### src/rtl/sobel_frame_sched_if.sv
// Pixel/result handshake bundle between source, scheduler and Sobel datapath.
// Latency: none, wires only.
// Backpressure: src_ready qualifies src_valid; datapath strobes are unthrottled.
interface sobel_frame_sched_if;
    logic       src_valid;
    logic [7:0] src_data;
    logic       src_ready;
    logic [7:0] pix_data;
    logic       pix_flag;
    logic       res_flag;
    logic [7:0] res_data;
    logic       out_flag;
    logic [7:0] out_data;

    // Environment side: pixel source plus datapath result producer.
    modport master (
        output src_valid, src_data, res_flag, res_data,
        input  src_ready, pix_data, pix_flag, out_flag, out_data
    );

    // Scheduler side.
    modport slave (
        input  src_valid, src_data, res_flag, res_data,
        output src_ready, pix_data, pix_flag, out_flag, out_data
    );
endinterface

### src/rtl/sobel_frame_sched.sv
// Frame scheduler: meters one frame of pixels into the Sobel datapath and counts results back.
// Latency: pix_flag/pix_data and out_flag/out_data one cycle after the accepting edge; done one cycle after completion.
// Backpressure: src_ready drops during the inter-pixel gap and outside FEED; src_valid low only stalls feeding.
module sobel_frame_sched #(
    parameter int COL_NUM = 100,
    parameter int ROW_NUM = 100,
    parameter int GAP     = 2,
    parameter int TIMEOUT = 1023
) (
    input  logic                      sys_clk,
    input  logic                      sys_rst_n,
    input  logic                      start,
    sobel_frame_sched_if.slave        bus,
    output logic                      busy,
    output logic                      done,
    output logic                      err
);

    localparam int TOTAL   = COL_NUM * ROW_NUM;
    localparam int EXP     = (COL_NUM - 2) * (ROW_NUM - 2);
    localparam int CNT_LOG = $clog2(TOTAL + 1);
    localparam int CNT_W   = (CNT_LOG > 14) ? CNT_LOG : 14;
    localparam int TMO_W   = $clog2(TIMEOUT + 1);

    localparam logic [CNT_W-1:0] TOTAL_C = CNT_W'(TOTAL);
    localparam logic [CNT_W-1:0] LAST_C  = CNT_W'(TOTAL - 1);
    localparam logic [CNT_W-1:0] EXP_C   = CNT_W'(EXP);
    localparam logic [CNT_W-1:0] ONE_C   = CNT_W'(1);
    localparam logic [TMO_W-1:0] TMO_LST = TMO_W'(TIMEOUT - 1);
    localparam logic [TMO_W-1:0] TMO_ONE = TMO_W'(1);
    localparam logic [3:0]       GAP_C   = 4'(GAP);

    typedef enum logic [1:0] {
        S_IDLE  = 2'd0,
        S_FEED  = 2'd1,
        S_DRAIN = 2'd2,
        S_DONE  = 2'd3
    } state_t;

    state_t             state_q;
    logic [CNT_W-1:0]   in_cnt_q;
    logic [CNT_W-1:0]   out_cnt_q;
    logic [CNT_W-1:0]   out_cnt_d;
    logic [3:0]         gap_cnt_q;
    logic [TMO_W-1:0]   tmo_cnt_q;
    logic               pix_flag_q;
    logic [7:0]         pix_data_q;
    logic               out_flag_q;
    logic [7:0]         out_data_q;
    logic               done_q;
    logic               err_q;
    logic               src_ready_w;
    logic               xfer;
    logic               res_take;

    // Ready is a pure decode of registered state so the source sees no combinational path from its own valid.
    assign src_ready_w = (state_q == S_FEED) && (gap_cnt_q == 4'd0) && (in_cnt_q < TOTAL_C);
    assign xfer        = bus.src_valid && src_ready_w;
    assign res_take    = bus.res_flag && ((state_q == S_FEED) || (state_q == S_DRAIN));

    // Result count including this cycle's strobe; saturates so a chattering datapath can never wrap it.
    always_comb begin
        out_cnt_d = out_cnt_q;
        if (res_take && (out_cnt_q != {CNT_W{1'b1}})) begin
            out_cnt_d = out_cnt_q + ONE_C;
        end
    end

    // Frame FSM with counters and all registered outputs.
    always_ff @(posedge sys_clk or negedge sys_rst_n) begin
        if (!sys_rst_n) begin
            state_q    <= S_IDLE;
            in_cnt_q   <= '0;
            out_cnt_q  <= '0;
            gap_cnt_q  <= '0;
            tmo_cnt_q  <= '0;
            pix_flag_q <= 1'b0;
            pix_data_q <= '0;
            out_flag_q <= 1'b0;
            out_data_q <= '0;
            done_q     <= 1'b0;
            err_q      <= 1'b0;
        end else begin
            pix_flag_q <= xfer;
            if (xfer) begin
                pix_data_q <= bus.src_data;
            end
            out_flag_q <= res_take;
            if (res_take) begin
                out_data_q <= bus.res_data;
            end
            done_q <= 1'b0;
            if (gap_cnt_q != 4'd0) begin
                gap_cnt_q <= gap_cnt_q - 4'd1;
            end

            case (state_q)
                S_IDLE: begin
                    if (start) begin
                        state_q   <= S_FEED;
                        in_cnt_q  <= '0;
                        out_cnt_q <= '0;
                        gap_cnt_q <= '0;
                        tmo_cnt_q <= '0;
                        err_q     <= 1'b0;
                    end
                end
                S_FEED: begin
                    // Results arriving while still feeding are counted but cannot end the frame.
                    out_cnt_q <= out_cnt_d;
                    if (xfer) begin
                        in_cnt_q  <= in_cnt_q + ONE_C;
                        gap_cnt_q <= GAP_C;
                        if (in_cnt_q == LAST_C) begin
                            state_q   <= S_DRAIN;
                            tmo_cnt_q <= '0;
                        end
                    end
                end
                S_DRAIN: begin
                    out_cnt_q <= out_cnt_d;
                    if (out_cnt_d >= EXP_C) begin
                        state_q <= S_DONE;
                        done_q  <= 1'b1;
                    end else if (res_take) begin
                        tmo_cnt_q <= '0;
                    end else if (tmo_cnt_q >= TMO_LST) begin
                        // Datapath went silent: give up on the frame and flag it.
                        tmo_cnt_q <= tmo_cnt_q + TMO_ONE;
                        err_q     <= 1'b1;
                        state_q   <= S_DONE;
                        done_q    <= 1'b1;
                    end else begin
                        tmo_cnt_q <= tmo_cnt_q + TMO_ONE;
                    end
                end
                default: begin
                    state_q <= S_IDLE;
                end
            endcase
        end
    end

    assign bus.src_ready = src_ready_w;
    assign bus.pix_flag  = pix_flag_q;
    assign bus.pix_data  = pix_data_q;
    assign bus.out_flag  = out_flag_q;
    assign bus.out_data  = out_data_q;
    assign busy          = (state_q == S_FEED) || (state_q == S_DRAIN);
    assign done          = done_q;
    assign err           = err_q;

endmodule

### src/flat_wrapper.sv
// flat-port wrapper written by rule: the top's interface ports become plain ports
module sobel_frame_sched_flat 
#(
    parameter int COL_NUM = 100,
    parameter int ROW_NUM = 100,
    parameter int GAP     = 2,
    parameter int TIMEOUT = 1023
)
  (sys_clk, sys_rst_n, start, busy, done, err, bus_src_valid, bus_src_data, bus_res_flag, bus_res_data, bus_src_ready, bus_pix_data, bus_pix_flag, bus_out_flag, bus_out_data);
  sobel_frame_sched_if bus_i ();
  input  logic sys_clk;
  input  logic sys_rst_n;
  input  logic start;
  output logic busy;
  output logic done;
  output logic err;
  input wire logic [$bits(bus_i.src_valid)-1:0] bus_src_valid;
  input wire logic [$bits(bus_i.src_data)-1:0] bus_src_data;
  input wire logic [$bits(bus_i.res_flag)-1:0] bus_res_flag;
  input wire logic [$bits(bus_i.res_data)-1:0] bus_res_data;
  output wire logic [$bits(bus_i.src_ready)-1:0] bus_src_ready;
  output wire logic [$bits(bus_i.pix_data)-1:0] bus_pix_data;
  output wire logic [$bits(bus_i.pix_flag)-1:0] bus_pix_flag;
  output wire logic [$bits(bus_i.out_flag)-1:0] bus_out_flag;
  output wire logic [$bits(bus_i.out_data)-1:0] bus_out_data;
  assign bus_i.src_valid = bus_src_valid;
  assign bus_i.src_data = bus_src_data;
  assign bus_i.res_flag = bus_res_flag;
  assign bus_i.res_data = bus_res_data;
  assign bus_src_ready = bus_i.src_ready;
  assign bus_pix_data = bus_i.pix_data;
  assign bus_pix_flag = bus_i.pix_flag;
  assign bus_out_flag = bus_i.out_flag;
  assign bus_out_data = bus_i.out_data;
  sobel_frame_sched #(.COL_NUM(COL_NUM), .ROW_NUM(ROW_NUM), .GAP(GAP), .TIMEOUT(TIMEOUT)) u_core (.sys_clk(sys_clk), .sys_rst_n(sys_rst_n), .start(start), .bus(bus_i), .busy(busy), .done(done), .err(err));
endmodule
### config.mk
export PLATFORM = sky130hd
export DESIGN_NAME = sobel_frame_sched_flat
export DESIGN_NICKNAME = d
export VERILOG_FILES = /design/src/rtl/sobel_frame_sched_if.sv /design/src/rtl/sobel_frame_sched.sv /design/src/flat_wrapper.sv
export SDC_FILE = /design/constraint.sdc
export NUM_CORES = 1
export LEC_CHECK = 0
export ABC_AREA = 1
export CAP_MARGIN = 40
export CELL_PAD_IN_SITES_DETAIL_PLACEMENT = 1
export CELL_PAD_IN_SITES_GLOBAL_PLACEMENT = 2
export CORE_MARGIN = 1
export CORE_UTILIZATION = 33
export DETAILED_ROUTE_END_ITERATION = 8
export PLACE_DENSITY = 0.93
export SYNTH_ARGS = -nofsm -noshare
export SYNTH_HDL_FRONTEND = slang
export SYNTH_SLANG_ARGS = --single-unit
export TNS_END_PERCENT = 100
### constraint.sdc
create_clock -name sys_clk -period 2.4 [get_ports sys_clk]
set_input_delay 0.48 -clock sys_clk [delete_from_list [all_inputs] [get_ports sys_clk]]
set_output_delay 0.48 -clock sys_clk [all_outputs]
set_load 0.02 [all_outputs]
==> impl_metrics.tcl, run 1 <==
set metrics [dict create \
    setup_viol_count_final 0 \
    synth_area_per_cell_um2 7.48 \
    outcome "completed" \
    cp_data_required_time_ps 2630 \
    cts_tree "built" \
    portBuffers 42 \
    final_common_cell "nand2_1" \
    synth_warnings 0 \
    switching_power_uw 2330 \
    crit_family "simple AND/OR/NAND/NOR gates" \
    cts_made_buffers 9 \
    syn_nets 542 \
    syn_inst 511 \
    combPwrFrac 0.477 \
    powerDensity_nw_per_um2 1130 \
    cp_max_fo 13 \
    final_cell_mix "nand2_1, dfrtp_1, inv_1" \
    pwr-share-clk 0.255 \
    p_int_uw 3310 \
    clkLatencyLatePin_ps 340 \
    area_growth_pct 30.1 \
    fin_nets 611 \
    clkSinkCount 64 \
    use_met2 0.362 \
    drv_cap 0 \
    drive_gt1_frac 0.166 \
    dieWidth_um 110 \
    drc_errors 0 \
    clockBufferDepth 2 \
    grt-busiest-layer "met2" \
    root_buffer "clkbuf_16" \
    grt_usage 0.199 \
    maxSlewHeadroom 0.677 \
    slew_violations 0 \
    whs_ps 100 \
    arrival_ps 2540 \
    fin_crit_sh 0.961 \
    min_path_type "in -> async" \
    ant_nets 0 \
    drt_first_pass_iters 4 \
    yosys_register_bits 64 \
    dieArea_um2 12000 \
    wl_um 11000 \
    end_kind "flop" \
    crit_chain "nand2_1 -> nor2_4 -> nand2_2 -> nor2_4 -> nor2_4 -> buf_12 -> nand2_2 -> nand2_2 -> nand2_2 -> nand3_2 -> nor2_2 -> nor2_4 -> buf_4 -> nand4_1 -> nand2_1 -> nand2_1 -> nand2_1" \
    grt_max_degree 46 \
    max_freq_mhz 434 \
    peakVddDrop_uv 604 \
    cp-start-kind "flop" \
    crit_slowest_cell "dfrtp_1" \
    stdcell_area_um2 4970 \
    avgRoutedWirePerCell_um 15.2 \
    antenna_found_initial 0 \
    vias 3627 \
    period_needed_ps 2310 \
    layoutNonFillerInstCount 725 \
    cpPeakStageDelay_ps 420 \
    finClkSkew_ps 4.50 \
    grt_first_pass_wirelength_um 18300 \
    rows 38 \
    num_antenna_cells 0 \
    critPathKind "reg -> reg" \
    place_hpwl_um 8110 \
    rsz0062_at_grt "yes" \
    mappedNetlistArea_um2 3820 \
    hold_viol 0 \
    clk_pin_slew_ps 60 \
    cts_hold_buffers 0 \
    p_leak_uw 0.00229 \
    post_dp_cell_area_um2 4550 \
    core-area_um2 11100 \
    tns_ps 0 \
    swShare 0.413 \
    yosysSeqAreaShare 0.419 \
    max_slew.worst_pin.slew_ps 485 \
    crit_buf_inv 2 \
    grt_pass1_vias 3845 \
    viasPerCell 5.00 \
    overflow 0 \
    met1_usage 0.228 \
    io_pins 43 \
    htreeDepth 3 \
    initial_utilization 0.345 \
    die_h_um 110 \
    grt_util_met3 0.0563 \
    p_seq_frac 0.268 \
    gp_congestion 0.834 \
    drtIter0Drc 101 \
    placed_cells 706 \
    nFillCells 1367 \
    synth_cell_types 36 \
]
==> stage by stage <==
stage	setup WS (ps)	utilization	total power (uW)
floorplan	45.8	-	3080
global placement	-31.2	0.411	4040
detailed placement	-140	0.411	4140
CTS	29.5	0.440	5610
global route	-47.7	0.449	6060
finish	94.2	0.449	5640
==> Yosys cell counts, drive strengths merged <==
cell type / n / share of area
a211oi: 3 / 0.0059
a21oi: 7 / 0.011
a31oi: 1 / 0.0016
buf: 7 / 0.012
clkbuf: 3 / 0.0029
clkinv: 2 / 0.0023
dfrtp: 64 / 0.42
ha: 10 / 0.033
inv: 58 / 0.057
nand2: 184 / 0.19
nand3: 38 / 0.064
nand3b: 2 / 0.0039
nand4: 11 / 0.018
nor2: 58 / 0.069
nor3: 11 / 0.014
nor3b: 1 / 0.0020
nor4: 2 / 0.0033
o2111ai: 1 / 0.0023
o21a: 1 / 0.0020
o21ai: 19 / 0.028
o22ai: 9 / 0.015
o31ai: 4 / 0.0079
xnor2: 3 / 0.0069
xor2: 12 / 0.027
==> kinds of logic after synthesis <==
logic type,count (synthesis),share of synthesized area
compound gates,45,0.0733
flops,64,0.419
xor+xnor,15,0.0344
buf+inv,70,0.0743
fa+ha+maj,10,0.0327
simple gates,307,0.366
==> sequential cells by signal, indices dropped and copies added, names as in the netlist <==
name	count
u_core.tmo_cnt_q	10
u_core.err	1
u_core.out_cnt_q	14
u_core.bus.pix_data	8
u_core.done	1
u_core.state_q	2
u_core.bus.out_data	8
u_core.bus.pix_flag	1
u_core.gap_cnt_q	4
u_core.bus.out_flag	1
u_core.in_cnt_q	14
==> power groups by stage <==
| stage | Sequential, uW | Combinational [uW] | Clock (uW) |
|---|---|---|---|
| floorplan | 1680 | 1390 | 0 |
| global placement | 1510 | 2530 | 0 |
| detailed placement | 1520 | 2620 | 0 |
| CTS | 1510 | 2620 | 1480 |
| global route | 1540 | 3000 | 1510 |
| finish | 1510 | 2690 | 1440 |
==> routing by layer <==
metal	wire [um]	share of wire	up-vias
li1	-	-	1771
met1	4750	0.43	1783
met3	447	0.040	10
met2	5740	0.52	63
met4	107	0.0097	0
met5	0	0	-
==> repair_timing <==
| action | CTS | global route |
|---|---|---|
| gates resized for setup | 3 | 22 |
| endpoints found under the setup margin | 2 | 15 |
| setup buffers | 0 | 3 |
| pin swaps | 0 | 9 |
==> final timing paths <==
| path | start | end | slack, ps | cells after the start |
|---|---|---|---|---|
| min in group sys_clk | u_core.bus.out_data[7] | u_core.bus.out_data[7] | 470 | 2 |
| worst max-delay path | u_core.out_cnt_q[9] | u_core.state_q[0] | 90 | 17 |
| worst min-delay path | sys_rst_n | u_core.out_cnt_q[8] | 100 | 1 |
| worst max register to register | u_core.out_cnt_q[9] | u_core.state_q[0] | 90 | 17 |
| max in group asynchronous | sys_rst_n | u_core.out_cnt_q[2] | 1660 | 2 |
| worst min register to register | u_core.bus.out_data[7] | u_core.bus.out_data[7] | 470 | 2 |
==> layout make-up <==
class,instances,area [um^2],share of cell area
inverters,60,226,0.0455
clock inverters,5,80.1,0.0161
repair buffers,68,634,0.128
clock buffers,11,243,0.0488
well taps,140,175,0.0352
multi-input cells,377,2010,0.405
flip-flops and latches,64,1600,0.322
==> worst register-to-register path, stage by stage (launching register included) <==
cell and delay (ps):
dfrtp_1 420, nand2_1 140, nor2_4 170, nand2_2 100
nor2_4 140, nor2_4 50, buf_12 140, nand2_2 80
nand2_2 80, nand2_2 90, nand3_2 80, nor2_2 160
nor2_4 50, buf_4 130, nand4_1 120, nand2_1 110
nand2_1 70, nand2_1 40
Power figures use the tool's default switching activity.
==> inputs of run 2 (changes only) <==
==> constraint.sdc (replaced) <==
create_clock -name sys_clk -period 2.44 [get_ports sys_clk]
set_input_delay 0.488 -clock sys_clk [delete_from_list [all_inputs] [get_ports sys_clk]]
set_output_delay 0.488 -clock sys_clk [all_outputs]
set_load 0.02 [all_outputs]
==> run 2 against run 1 <==
Compared with the run above:
- cell count decreased by 0.41%
- total power shrank 2.6%
- combinational power shrank 2%
- sequential share of layout area grew 0.34 points
- clock power fell by 4%
- register-to-register slack better by 80 ps
- critical path type is now reg -> out
- core utilization down 0.50 points
- largest power group unchanged
- design area decreased by 1.1%
==> impl_metrics.tcl, run 2 (synthesis results as in run 1) <==
set metrics [dict create \
    drive_gt1_frac 0.148 \
    drt_first_pass_iters 4 \
    cts_made_buffers 9 \
    rr_endpoint "u_core.tmo_cnt_q[1]" \
    peakVddDrop_uv 704 \
    finClkSkew_ps 7.73 \
    dieArea_um2 12000 \
    final_cell_mix "nand2_1, dfrtp_1, inv_1" \
    post_dp_cell_area_um2 4550 \
    vias 3589 \
    place_ws_ps -39.8 \
    grt_usage 0.193 \
    outcome "completed" \
    drc_errors 0 \
    fin_nets 609 \
    avgRoutedWirePerCell_um 14.9 \
    cp_data_required_time_ps 1950 \
    cp-endpoint "bus_src_ready" \
    cp-start-kind "flop" \
    ff2ff_setup_slack_ps 170 \
    startpoint "u_core.gap_cnt_q[0]" \
    dieWidth_um 110 \
    fin_ws_ps 150 \
    initial_utilization 0.345 \
    maxSlewHeadroom 0.713 \
    viasPerCell 4.97 \
    fin_util 0.444 \
    overflow 0 \
    gp_congestion 0.819 \
    min_path_type "in -> async" \
    clk_pin_slew_ps 60 \
    area_growth_pct 28.7 \
    drtIter0Drc 117 \
    setup_viol_count_final 0 \
    rows 38 \
    drv_cap 0 \
    portBuffers 42 \
    period_needed_ps 2290 \
    max_freq_mhz 437 \
    fin_crit_sh 0.939 \
    grt_max_degree 65 \
    root_buffer "clkbuf_16" \
    io_pins 43 \
    antenna_found_initial 0 \
    arrival_ps 1800 \
    ant_nets 0 \
    rr_worst_depth 18 \
    max_slew.worst_pin.slew_ps 428 \
    num_antenna_cells 0 \
    htreeDepth 3 \
    end_kind "output pin" \
    cts_tree "built" \
    wl_um 10700 \
    grt_first_pass_wirelength_um 17700 \
    top_regs "u_core.in_cnt_q x14, u_core.out_cnt_q x14, u_core.tmo_cnt_q x10" \
    die_h_um 110 \
    place_hpwl_um 7750 \
    regToRegStartpoint "u_core.out_cnt_q[0]" \
    clkLatencyLatePin_ps 340 \
    hold_viol 0 \
    p_leak_uw 0.00228 \
    tns_ps 0 \
    final_common_cell "nand2_1" \
    powerDensity_nw_per_um2 1120 \
    clockBufferDepth 2 \
    critPathKind "reg -> out" \
    slew_violations 0 \
    stdcell_area_um2 4920 \
    clkSinkCount 64 \
    cp_max_fo 4 \
    core-area_um2 11100 \
    grt_pass1_vias 3795 \
]
[run 2: worst max-delay path: stages, from the launching register on]
cell	delay (ps)
dfrtp_1	390
inv_1	100
ha_1	220
nand3_2	150
nor2_2	160
nand2_1	80
inv_1	50
dlygate4sd2_1	320
[run 2: routing by layer]
layer	vias to the layer above	part of all wire	global-route usage	wire length (um)
met4	0	0.012	0.0552	132
met5	-	0	0	0
li1	1762	-	-	-
met1	1756	0.46	0.229	4890
met2	61	0.49	0.335	5220
met3	10	0.045	0.0581	487
[run 2: power breakdown]
group | switching [uW] | total [uW] | internal (uW)
clock | 492 | 1380 | 884
sequential | 165 | 1490 | 1320
combinational | 1610 | 2630 | 1010
[run 2: timing repair]
action                                  CTS  global route
pin swaps                                 0             1
cloned                                    0             0
setup buffers                             0             2
endpoints found under the setup margin    2            14
gates resized for setup                   3            11
hold buffers                              0             0
[run 2: how the worst min path moves through the flow]
stage | slack [ps] | cells after the start | start | to
after floorplan | 190 | 0 | sys_rst_n | u_core.bus.out_data[0]
after global placement | 460 | 2 | u_core.bus.out_data[5] | u_core.bus.out_data[5]
after detailed placement | 470 | 2 | u_core.bus.out_data[7] | u_core.bus.out_data[7]
after CTS | 180 | 2 | sys_rst_n | u_core.out_cnt_q[11]
after global routing | 180 | 2 | sys_rst_n | u_core.out_cnt_q[11]
final | 150 | 2 | sys_rst_n | u_core.out_cnt_q[11]
[run 2: layout make-up]
cell class                      count  area [um^2]
Clock buffer                        9          225
Clock inverter                      6         85.1
Fill cell                        1382         6160
Inverter                           60          226
Multi-Input combinational cell    377         1990
Sequential cell                    64         1600
Tap cell                          140          175
Timing Repair Buffer               66          618
[run 2: per-stage QoR]
step                      total power [uW]  std cells  hold WS [ps]
after floorplan                       3020        511           192
after global routing                  5880        722           178
after detailed placement              4080        705           465
final                                 5490        722           151
after global placement                3960        705           460
after CTS                             5490        720           180
==> inputs of run 3 (changes only) <==
--- a/config.mk
+++ b/config.mk
@@ -10,9 +10,9 @@
 export CELL_PAD_IN_SITES_DETAIL_PLACEMENT = 1
 export CELL_PAD_IN_SITES_GLOBAL_PLACEMENT = 2
 export CORE_MARGIN = 1
-export CORE_UTILIZATION = 33
+export CORE_UTILIZATION = 35
 export DETAILED_ROUTE_END_ITERATION = 8
-export PLACE_DENSITY = 0.93
+export PLACE_DENSITY = 0.95
 export SYNTH_ARGS = -nofsm -noshare
 export SYNTH_HDL_FRONTEND = slang
 export SYNTH_SLANG_ARGS = --single-unit
==> constraint.sdc (replaced) <==
create_clock -name sys_clk -period 2.9 [get_ports sys_clk]
set_input_delay 0.58 -clock sys_clk [delete_from_list [all_inputs] [get_ports sys_clk]]
set_output_delay 0.58 -clock sys_clk [all_outputs]
set_load 0.02 [all_outputs]
==> run 3 against run 2 <==
Compared with the run above:
- register-to-register slack better by 220 ps
- critical path type unchanged
- via count decreased by 2.5%
- first-iteration DRC count increased by 5.1%
- die area is 5.6% lower
- wire length decreased by 3.1%
- global-route usage up 0.88 points
- sequential share of layout area rose by 1.8 points
==> impl_metrics.tcl, run 3 (synthesis results as in run 1) <==
set metrics [dict create \
    drtIter0Drc 123 \
    setup_viol_count_final 0 \
    antenna_found_initial 0 \
    overflow 0 \
    top_regs "u_core.in_cnt_q x14, u_core.out_cnt_q x14, u_core.tmo_cnt_q x10" \
    clkLatencyLatePin_ps 340 \
    cts_hold_buffers 0 \
    rsz0062_at_grt "no" \
    finClkSkew_ps 11.5 \
    cp-start-kind "flop" \
    p_leak_uw 0.00217 \
    clkSinkCount 64 \
    grt_max_degree 65 \
    avgRoutedWirePerCell_um 14.6 \
    whs_ps 420 \
    core-area_um2 10500 \
    layoutNonFillerInstCount 710 \
    die_h_um 107 \
    outcome "completed" \
    vias 3500 \
    max_freq_mhz 368 \
    min_path_type "in -> async" \
    highest_layer "met4" \
    max_slew.worst_pin.slew_ps 835 \
    cts_made_buffers 9 \
    gp_congestion 0.845 \
    ant_nets 0 \
    wirelength_met1_um 4750 \
    period_needed_ps 2720 \
    rows 37 \
    area_growth_pct 21.9 \
    root_buffer "clkbuf_8" \
    fin_util 0.445 \
    ff2ff_setup_slack_ps 390 \
    hold_viol 0 \
    cp_data_required_time_ps 2320 \
    drt_first_pass_iters 4 \
    met2_length_um 5200 \
    grt_first_pass_wirelength_um 18200 \
    drv_cap 0 \
    place_ws_ps 243 \
    wl_um 10400 \
    cts_resized 0 \
    critPathKind "reg -> out" \
    rr_worst_depth 16 \
    final_common_cell "nand2_1" \
    placed_cells 694 \
    fin_crit_sh 0.938 \
    htreeDepth 3 \
    slew_violations 0 \
    regToRegStartpoint "u_core.out_cnt_q[0]" \
    peakVddDrop_uv 433 \
    end_kind "output pin" \
    clk_pin_slew_ps 80 \
    io_pins 43 \
    fin_ws_ps 181 \
    viasPerCell 4.93 \
    maxSlewHeadroom 0.444 \
    cts_tree "built" \
    place_hpwl_um 7950 \
    tns_ps 0 \
    clockBufferDepth 2 \
    grt_pass1_vias 3829 \
    wl_met3_um 259 \
    dieWidth_um 107 \
    arrival_ps 2140 \
    drive_gt1_frac 0.118 \
    drc_errors 0 \
    rr_endpoint "u_core.tmo_cnt_q[3]" \
    fin_nets 600 \
    powerDensity_nw_per_um2 884 \
    initial_utilization 0.365 \
    final_cell_mix "nand2_1, dfrtp_1, inv_1" \
    portBuffers 42 \
    dieArea_um2 11300 \
    grt_usage 0.201 \
    cp_max_fo 4 \
    num_antenna_cells 0 \
    cts_setup_buffers 0 \
]
==> run 3: cell types whose count changed in the layout (fill, tap and decap cells not counted), sizes merged <==
cell,before,now
clkdlybuf4s50,39,41
clkbuf,9,11
clkinvlp,2,1
bufinv,2,1
dlygate4sd2,2,0
buf,25,16
clkinv,4,5
==> run 3: worst max-delay path by stage <==
stage                   startpoint  cells after the start             endpoint  slack (ps)
3_3_place_gp          bus_res_flag                     15  u_core.tmo_cnt_q[5]         320
3_5_place_dp          bus_res_flag                     15  u_core.tmo_cnt_q[0]         240
6_report       u_core.gap_cnt_q[0]                      7        bus_src_ready         180
5_1_grt        u_core.gap_cnt_q[0]                      7        bus_src_ready          40
4_1_cts        u_core.gap_cnt_q[0]                      7        bus_src_ready         140
2_1_floorplan    u_core.state_q[0]                     16  u_core.tmo_cnt_q[1]         550
==> run 3: through the flow <==
step,instance area (um^2),total power (uW)
floorplan,3820,2540
global placement,4460,3280
detailed placement,4460,3370
CTS,4660,4180
global route,4660,4450
finish,4660,4120
==> run 3: worst max-delay path, stage by stage (launching register included) <==
cell	delay (ps)
dfrtp_1	380
inv_1	90
ha_1	200
nand3_1	170
nor2_1	210
nand2_1	80
inv_1	60
clkdlybuf4s50_1	590
==> run 3: power breakdown <==
| part | switching (uW) | total (uW) | internal [uW] | leakage (uW) |
|---|---|---|---|---|
| clock | 357 | 777 | 419 | 0.0000993 |
| sequential | 157 | 1270 | 1110 | 0.000853 |
| combinational | 1300 | 2080 | 777 | 0.00122 |
| total | 1810 | 4120 | 2310 | 0.00217 |
==> run 3: area by class of cell <==
class / count / area (um^2)
inverter: 60 / 226
timing repair buffer: 57 / 528
clock buffer: 11 / 141
multi-input combinational: 377 / 1940
sequential: 64 / 1600
tap: 136 / 170
clock inverter: 5 / 56.3
fill: 1336 / 5800
==> run 3: layer usage <==
| metal | vias up | global-route usage |
|---|---|---|
| met1 | 1690 | 0.252 |
| met3 | 16 | 0.0313 |
| met5 | - | 0 |
| met4 | 0 | 0.0695 |
| met2 | 55 | 0.352 |
| li1 | 1739 | - |
